$ cat src/rtl/sync_rr_sched_if.sv
// Bundle of request/data inputs and synchronized-result outputs for sync_rr_sched.
// master: the requester/consumer side. slave: the scheduler itself.
interface sync_rr_sched_if #(
    parameter int N  = 4,
    parameter int W  = 4,
    parameter int IW = $clog2(N)
);
    logic [N-1:0]   req;
    logic [N*W-1:0] d;
    logic [N-1:0]   gnt;
    logic [W-1:0]   q;
    logic           q_valid;
    logic [IW-1:0]  q_id;
    logic           busy;

    modport master (
        output req, d,
        input  gnt, q, q_valid, q_id, busy
    );

    modport slave (
        input  req, d,
        output gnt, q, q_valid, q_id, busy
    );
endinterface

$ cat src/rtl/sync_rr_sched.sv
// Round-robin scheduler sharing one STAGES-deep synchronizing register chain
// between N requesters. One transfer at a time: grant, capture, wait out the
// chain latency, then present the word together with its owner's ID.
module sync_rr_sched #(
    parameter int N      = 4,
    parameter int W      = 4,
    parameter int STAGES = 2,
    parameter int IW     = $clog2(N)
) (
    input  logic          c,
    input  logic          reset_n,
    sync_rr_sched_if.slave bus
);
    typedef enum logic [1:0] {IDLE, LOAD, WAIT, DONE} state_t;

    localparam int CW        = (STAGES > 1) ? $clog2(STAGES) : 1;
    localparam int WAIT_LAST = (STAGES > 1) ? STAGES - 2 : 0;

    state_t        state_q;
    logic [IW-1:0] ptr_q;
    logic [IW-1:0] sel_q;
    logic [CW-1:0] cnt_q;
    logic [W-1:0]  stage_q [STAGES];
    logic [N-1:0]  gnt_q;
    logic [W-1:0]  q_q;
    logic          q_valid_q;
    logic [IW-1:0] q_id_q;

    logic [IW-1:0] pick_d;
    logic          pick_vld_d;
    logic [IW-1:0] idx;

    // Rotating priority search: first requester at or after ptr wins.
    // Walking backwards lets the closest candidate overwrite the others.
    always_comb begin
        pick_d     = '0;
        pick_vld_d = 1'b0;
        idx        = '0;
        for (int k = N - 1; k >= 0; k--) begin
            idx = IW'((int'(ptr_q) + k) % N);
            if (bus.req[idx]) begin
                pick_d     = idx;
                pick_vld_d = 1'b1;
            end
        end
    end

    // Transfer sequencer with registered grant/result outputs. Arbitration is
    // held off while q_valid is up so successive transfers are STAGES+3 apart.
    always_ff @(posedge c or negedge reset_n) begin
        if (!reset_n) begin
            state_q   <= IDLE;
            ptr_q     <= '0;
            sel_q     <= '0;
            cnt_q     <= '0;
            gnt_q     <= '0;
            q_q       <= '0;
            q_valid_q <= 1'b0;
            q_id_q    <= '0;
        end else begin
            gnt_q     <= '0;
            q_valid_q <= 1'b0;
            case (state_q)
                IDLE: begin
                    if (pick_vld_d && !q_valid_q) begin
                        sel_q   <= pick_d;
                        gnt_q   <= N'(1) << pick_d;
                        state_q <= LOAD;
                    end
                end
                LOAD: begin
                    cnt_q <= '0;
                    if (STAGES == 1) begin
                        state_q <= DONE;
                    end else begin
                        state_q <= WAIT;
                    end
                end
                WAIT: begin
                    if (cnt_q == CW'(WAIT_LAST)) begin
                        state_q <= DONE;
                    end else begin
                        cnt_q <= cnt_q + 1'b1;
                    end
                end
                DONE: begin
                    q_q       <= stage_q[STAGES-1];
                    q_id_q    <= sel_q;
                    q_valid_q <= 1'b1;
                    ptr_q     <= (sel_q == IW'(N - 1)) ? '0 : sel_q + 1'b1;
                    state_q   <= IDLE;
                end
                default: state_q <= IDLE;
            endcase
        end
    end

    // Shared chain: stage 0 takes only the granted slice, later stages shift during WAIT.
    always_ff @(posedge c or negedge reset_n) begin
        if (!reset_n) begin
            for (int j = 0; j < STAGES; j++) begin
                stage_q[j] <= '0;
            end
        end else begin
            if (state_q == LOAD) begin
                stage_q[0] <= bus.d[sel_q*W +: W];
            end
            if (state_q == WAIT) begin
                for (int j = 1; j < STAGES; j++) begin
                    stage_q[j] <= stage_q[j-1];
                end
            end
        end
    end

    assign bus.gnt     = gnt_q;
    assign bus.q       = q_q;
    assign bus.q_valid = q_valid_q;
    assign bus.q_id    = q_id_q;
    assign bus.busy    = (state_q != IDLE);
endmodule
$ cat src/flat_wrapper.sv
// flat-port wrapper written by rule: the top's interface ports become plain ports
module sync_rr_sched_flat 
#(
    parameter int N      = 4,
    parameter int W      = 4,
    parameter int STAGES = 2,
    parameter int IW     = $clog2(N)
)
  (c, reset_n, bus_req, bus_d, bus_gnt, bus_q, bus_q_valid, bus_q_id, bus_busy);
  sync_rr_sched_if #(.N(N), .W(W), .IW(IW)) bus_i ();
  input  logic c;
  input  logic reset_n;
  input wire logic [$bits(bus_i.req)-1:0] bus_req;
  input wire logic [$bits(bus_i.d)-1:0] bus_d;
  output wire logic [$bits(bus_i.gnt)-1:0] bus_gnt;
  output wire logic [$bits(bus_i.q)-1:0] bus_q;
  output wire logic [$bits(bus_i.q_valid)-1:0] bus_q_valid;
  output wire logic [$bits(bus_i.q_id)-1:0] bus_q_id;
  output wire logic [$bits(bus_i.busy)-1:0] bus_busy;
  assign bus_i.req = bus_req;
  assign bus_i.d = bus_d;
  assign bus_gnt = bus_i.gnt;
  assign bus_q = bus_i.q;
  assign bus_q_valid = bus_i.q_valid;
  assign bus_q_id = bus_i.q_id;
  assign bus_busy = bus_i.busy;
  sync_rr_sched #(.N(N), .W(W), .STAGES(STAGES), .IW(IW)) u_core (.c(c), .reset_n(reset_n), .bus(bus_i));
endmodule
$ cat config.mk
export PLATFORM = sky130hd
export DESIGN_NAME = sync_rr_sched_flat
export DESIGN_NICKNAME = d
export VERILOG_FILES = /design/src/rtl/sync_rr_sched_if.sv /design/src/rtl/sync_rr_sched.sv /design/src/flat_wrapper.sv
export SDC_FILE = /design/constraint.sdc
export NUM_CORES = 1
export LEC_CHECK = 0
export ABC_CLOCK_PERIOD_IN_PS = 3800
export CAP_MARGIN = 15
export CORE_MARGIN = 2
export CORE_UTILIZATION = 64
export DETAILED_ROUTE_END_ITERATION = 16
export DONT_BUFFER_PORTS = 1
export PLACE_DENSITY = 0.81
export SLEW_MARGIN = 30
export SYNTH_ARGS = -nofsm -noshare
export SYNTH_HDL_FRONTEND = slang
export SYNTH_SLANG_ARGS = --single-unit
$ cat constraint.sdc
create_clock -name c -period 3.8 [get_ports c]
set_input_delay 0.38 -clock c [delete_from_list [all_inputs] [get_ports c]]
set_output_delay 0.38 -clock c [all_outputs]
set_load 0.02 [all_outputs]
* Word-level counts from Yosys, hierarchy flattened *
Index checks and enable logic that the tools add are counted.

operators by class
  muxes and demuxes = 25
  equality and inequality tests = 6
  shift-type cells = 2
  add/sub/neg operators = 5
  reductions and logical operators = 7
  order comparisons = 4

operators by type and width
  cell                                                    count
  variable part select 16 x 5 -> 4 bit                    1
  2-to-1 mux 2 bit                                        7
  < comparator 2 x 3 -> 1 bit (second input constant)     4
  2-to-1 mux 1 bit                                        10
  binary-select mux 1 bit (select 2 bit)                  4
  2-to-1 mux 4 bit                                        2
  one-hot mux 2 bit (4 select lines)                      1
  equality test 2 bit (second input constant)             3
  adder 2 x 1 -> 2 bit (second input constant)            2
  adder 2 bit (second input constant)                     2
  AND reduction 2 bit                                     2
  nonzero test 2 bit                                      2
  left shift 1 x 2 -> 4 bit (first input constant)        1
  equality test 2 x 1 -> 1 bit (second input constant)    1
  zero test 2 bit                                         1
  inequality test 2 x 1 -> 1 bit (second input constant)  1
  inequality test 2 bit (second input constant)           1
  one-hot mux 1 bit (2 select lines)                      1
  adder 1 bit (second input constant)                     1
  logical AND 1 bit                                       1
  zero test 1 bit                                         1

word-level totals
  flip-flop bits (word level) = 26
  output and inout bits = 12

* Longest topological paths before layout *
  depth after elaboration = 10
  mapped depth = 7
  depth with buffers taken out = 6

* Worst setup path after synthesis *
Ideal clock, no wire load.

  kind = reg-to-reg
  start = register u_core.state_q[0]
  end = register u_core.sel_q[1]
  stages on the path, launching flop included = 7
  library setup time = 125 ps
  required time = 3,675 ps
  period minus slack after synthesis = 1,678 ps
  buffers on the path = 1
  arrival = 1,552 ps
  path slack = 2,122 ps
  cells stage by stage = dfrtp_1 -> inv_1 -> ha_1 -> inv_1 -> or3_1 -> buf_2 -> mux2_4

on the way
  longest elaborated chain between the ends = 2

RTL lines
  item                                  line                 text
  start, declared                       sync_rr_sched.sv:19  state_t state_q;
  start signal, assigned                sync_rr_sched.sv:52  state_q <= IDLE;
  start signal, assigned                sync_rr_sched.sv:68  state_q <= LOAD;
  start signal, assigned                sync_rr_sched.sv:74  state_q <= DONE;
  zero test 2 bit                       sync_rr_sched.sv:63  case (state_q)
  AND reduction 2 bit (no source line)  n/a
  end signal, assigned                  sync_rr_sched.sv:66  sel_q <= pick_d;
  end, declared                         sync_rr_sched.sv:21  logic [IW-1:0] sel_q;

Every way passes these cells.
A chain may end at the register's enable or synchronous reset.

* Final worst setup path *
  start = register u_core.state_q[1]
  end = register u_core.sel_q[1]

Same word-level chain as after synthesis.

==> results by group <==
Setup path
  – Critical Path Start: u_core.state_q[1]$_DFFE_PN0P_
  – Worst-path cell chain: inv_1, ha_1, inv_1, or3_1, mux2_4
  – Worst R2R Path Depth: 5
  – Startpoint Class: flop
  – WS Path Type: reg2reg
  – Critical R2R Launch: u_core.state_q[1]$_DFFE_PN0P_
  – CP top delay family: simple AND/OR/NAND/NOR gates
  – WP data required: 4000 ps
  – Crit-path slowest cell: or3_1
  – Max incr delay on CP: 470 ps
  – Worst Path Buf+Inv: 2
  – Reg2reg end: u_core.sel_q[1]$_DFFE_PN0P_
  – Setup crit end kind: flop
  – CP Max Fanout: 6
  – Arrival time worst endpoint: 2010 ps
  – Worst path depth: 5
  – Reg2reg setup slack: 2000 ps
  – CP most frequent cell: inv_1

Layout
  – Syn-to-layout area delta: 4.55%
  – Fin area: 1210 um^2
  – Final core utilization: 0.708
  – Layout net count: 115
  – Final Non-Filler Cells: 112
  – Share of layout cells above drive strength 1: 0.299
  – Ant. Diodes: 0

Placed design
  – IO buf count: 0
  – Cell Area, Placed: 1170 um^2
  – RePlAce Congestion: 0.667
  – DP Wirelength: 1580 um
  – Placed insts: 107

Logic synthesis
  – Dominant cell by count in the synthesized netlist: dfrtp_1
  – Sequential area share after synthesis: 0.541
  – Yosys reg bits: 25
  – Number of library cell types mapped by synthesis: 22
  – Post-Syn Instances: 85
  – Adder-cell share of the synthesized area: 0.0541
  – Asr flop ratio synth: 1.00
  – Mux cell area share after synthesis: 0.246
  – Most common library cells after synthesis: dfrtp_1, mux2_2, ha_1, nor2_1
  – Synth top area share: 0.541
  – Largest family of logic cells by synthesized area: multiplexers
  – Post-Synth Simple-Gate Area: 0.0920
  – Cell Area, Synth: 1160 um^2
  – Synth Warn #: 0
  – Post-synthesis compound-gate area fraction: 0.0422
  – Synthesized area per cell: 13.6 um^2
  – Post-synth EDFFs: 0
  – Area contributors post-synth: dfrtp_1, mux2_2, mux4_2
  – Primary FF master, synth: dfrtp_1
  – Post-Syn Nets: 112
  – XOR/XNOR Fraction of Synth Area: 0
  – Synth area leader: dfrtp_1

GRT
  – First-pass GRT wire length: 3260 um
  – Grt ovf: 0
  – Largest net degree at the start of global routing: 26
  – Total global-route track usage: 0.224
  – Vias in the first global route: 672
  – Initial antenna violation count: 0

Clocking
  – Clk sinks: 25
  – CTS max path bufs: 2
  – Clock Latency Late Sink: 310 ps
  – TritonCTS buffer count: 3
  – Clock Pin Slew Worst Setup and Hold Paths: 140 ps
  – H-tree levels: 1
  – # hold bufs at CTS: 1
  – Postcts setup bufs: 0
  – TritonCTS clock tree: built
  – CTS Root Cell: clkbuf_4
  – Post-cts resize count: 0

Floorplanning
  – I/O Pins: 34
  – Die W: 46.5 um
  – Die area: 2160 um^2
  – Core box area: 1710 um^2
  – Die Ht: 46.5 um
  – Site Rows: 15
  – Starting Density: 0.677

Timing
  – Max Clk Rate: 0.555 GHz
  – Final Max Slew Viols: 0
  – Max-slew headroom: 0.640
  – WHS: 26.3 ps
  – Period utilization: 0.474
  – RSZ-0062 raised after global routing: false
  – Worst Clk Skew: 11.4 ps
  – Final setup vio count: 0
  – Slew @ Worst Pin: 541 ps
  – Final TNS setup: 0 ps
  – Final Hold Vio Count: 0
  – Minimum clock period: 1800 ps

Hold path
  – Hold crit path type: in2async

Power
  – Sw Share: 0.379
  – P_sw: 0.404 mW
  – Internal power: 0.661 mW
  – Sequential power share: 0.521
  – Peak VDD IR: 0.477 mV
  – Cell area power density: 881 nW/um^2
  – P_leak: 0.533 nW
  – Clock share of power: 0.110
  – Logic pwr share: 0.369

Routing
  – Vias: 666
  – Final Routed Wirelength: 2060 um
  – Drt first-iter violations: 3
  – Routed len/inst: 18.4 um
  – DR pass1 iterations: 3
  – DRC viols: 0
  – DRT antenna net count: 0
  – Via-to-Cell Ratio: 5.95

Status
  – Status: finished clean

Flow run
  – Max-cap violations: 0
-- power by group through the flow --
stage	logic, mW	clock network [mW]	registers, mW
after floorplan	0.353	0	0.519
after detailed placement	0.390	0	0.564
final	0.392	0.117	0.555
after global routing	0.438	0.131	0.576
after CTS	0.398	0.122	0.556
after global placement	0.370	0	0.554
-- sequential cells by signal (all words and copies together) (netlist names) --
name                count
u_core.bus.q            4
u_core.bus.gnt          4
u_core.state_q          2
u_core.bus.q_valid      1
u_core.sel_q            2
u_core.ptr_q            2
u_core.bus.q_id         2
u_core.stage_q          8
-- stage by stage --
stage	total power, mW	setup WS, ps
2_1_floorplan	0.872	2120
3_3_place_gp	0.924	2110
3_5_place_dp	0.953	2040
4_1_cts	1.08	2010
5_1_grt	1.14	1900
6_report	1.06	2000
-- worst register-to-register path, stage by stage (launching register included) --
cell and delay (ps):
dfrtp_1 440, inv_1 110, ha_1 210, inv_1 140, or3_1 470, mux2_4 330
-- per-layer routing --
metal | global-route usage | up-vias | part of all wire
met2 | 0.364 | 22 | 0.52
met3 | 0.0667 | 2 | 0.079
li1 | - | 313 | -
met4 | 0.0514 | 0 | 0.0053
met5 | 0 | - | 0
met1 | 0.295 | 329 | 0.39
-- how the worst max path moves through the flow --
| stage | end |
|---|---|
| 2_1_floorplan | u_core.sel_q[1]$_DFFE_PN0P_ |
| 3_3_place_gp | u_core.sel_q[1]$_DFFE_PN0P_ |
| 3_5_place_dp | u_core.sel_q[1]$_DFFE_PN0P_ |
| 4_1_cts | u_core.sel_q[1]$_DFFE_PN0P_ |
| 5_1_grt | u_core.sel_q[1]$_DFFE_PN0P_ |
| 6_report | u_core.sel_q[1]$_DFFE_PN0P_ |
-- layout by cell type (no fill, tap or decap) --
master and n:
nor4_1 1, nor2_1 5, o21ai_0 4, clkbuf_4 3, or3_4 1, mux2_4 1, dfrtp_1 25, mux2i_1 1
nor3b_1 2, mux2_2 15, buf_2 1, inv_1 4, nand3b_1 1, and3b_1 1, a2bb2oi_1 1, and4bb_1 1
a21oi_1 4, nand2_1 4, clkinvlp_4 1, or3_1 1, nor3_1 1, ha_1 5, mux4_2 4
-- logic make-up (layout without fill, tap and decap cells) --
logic type / count (synthesis) / after routing
flops: 25 / 25
compound gates: 9 / 9
simple gates: 18 / 18
buf+inv: 7 / 9
mux: 21 / 21
fa+ha+maj: 5 / 5
-- final cells by class --
class,instances,area [um^2]
multi-input cells,53,502
clock inverters,1,7.51
clock buffers,3,22.5
fillers,122,499
flip-flops and latches,25,626
repair buffers,1,5.00
inverters,4,15.0
well taps,25,31.3
(Power assumes the default switching activity.)
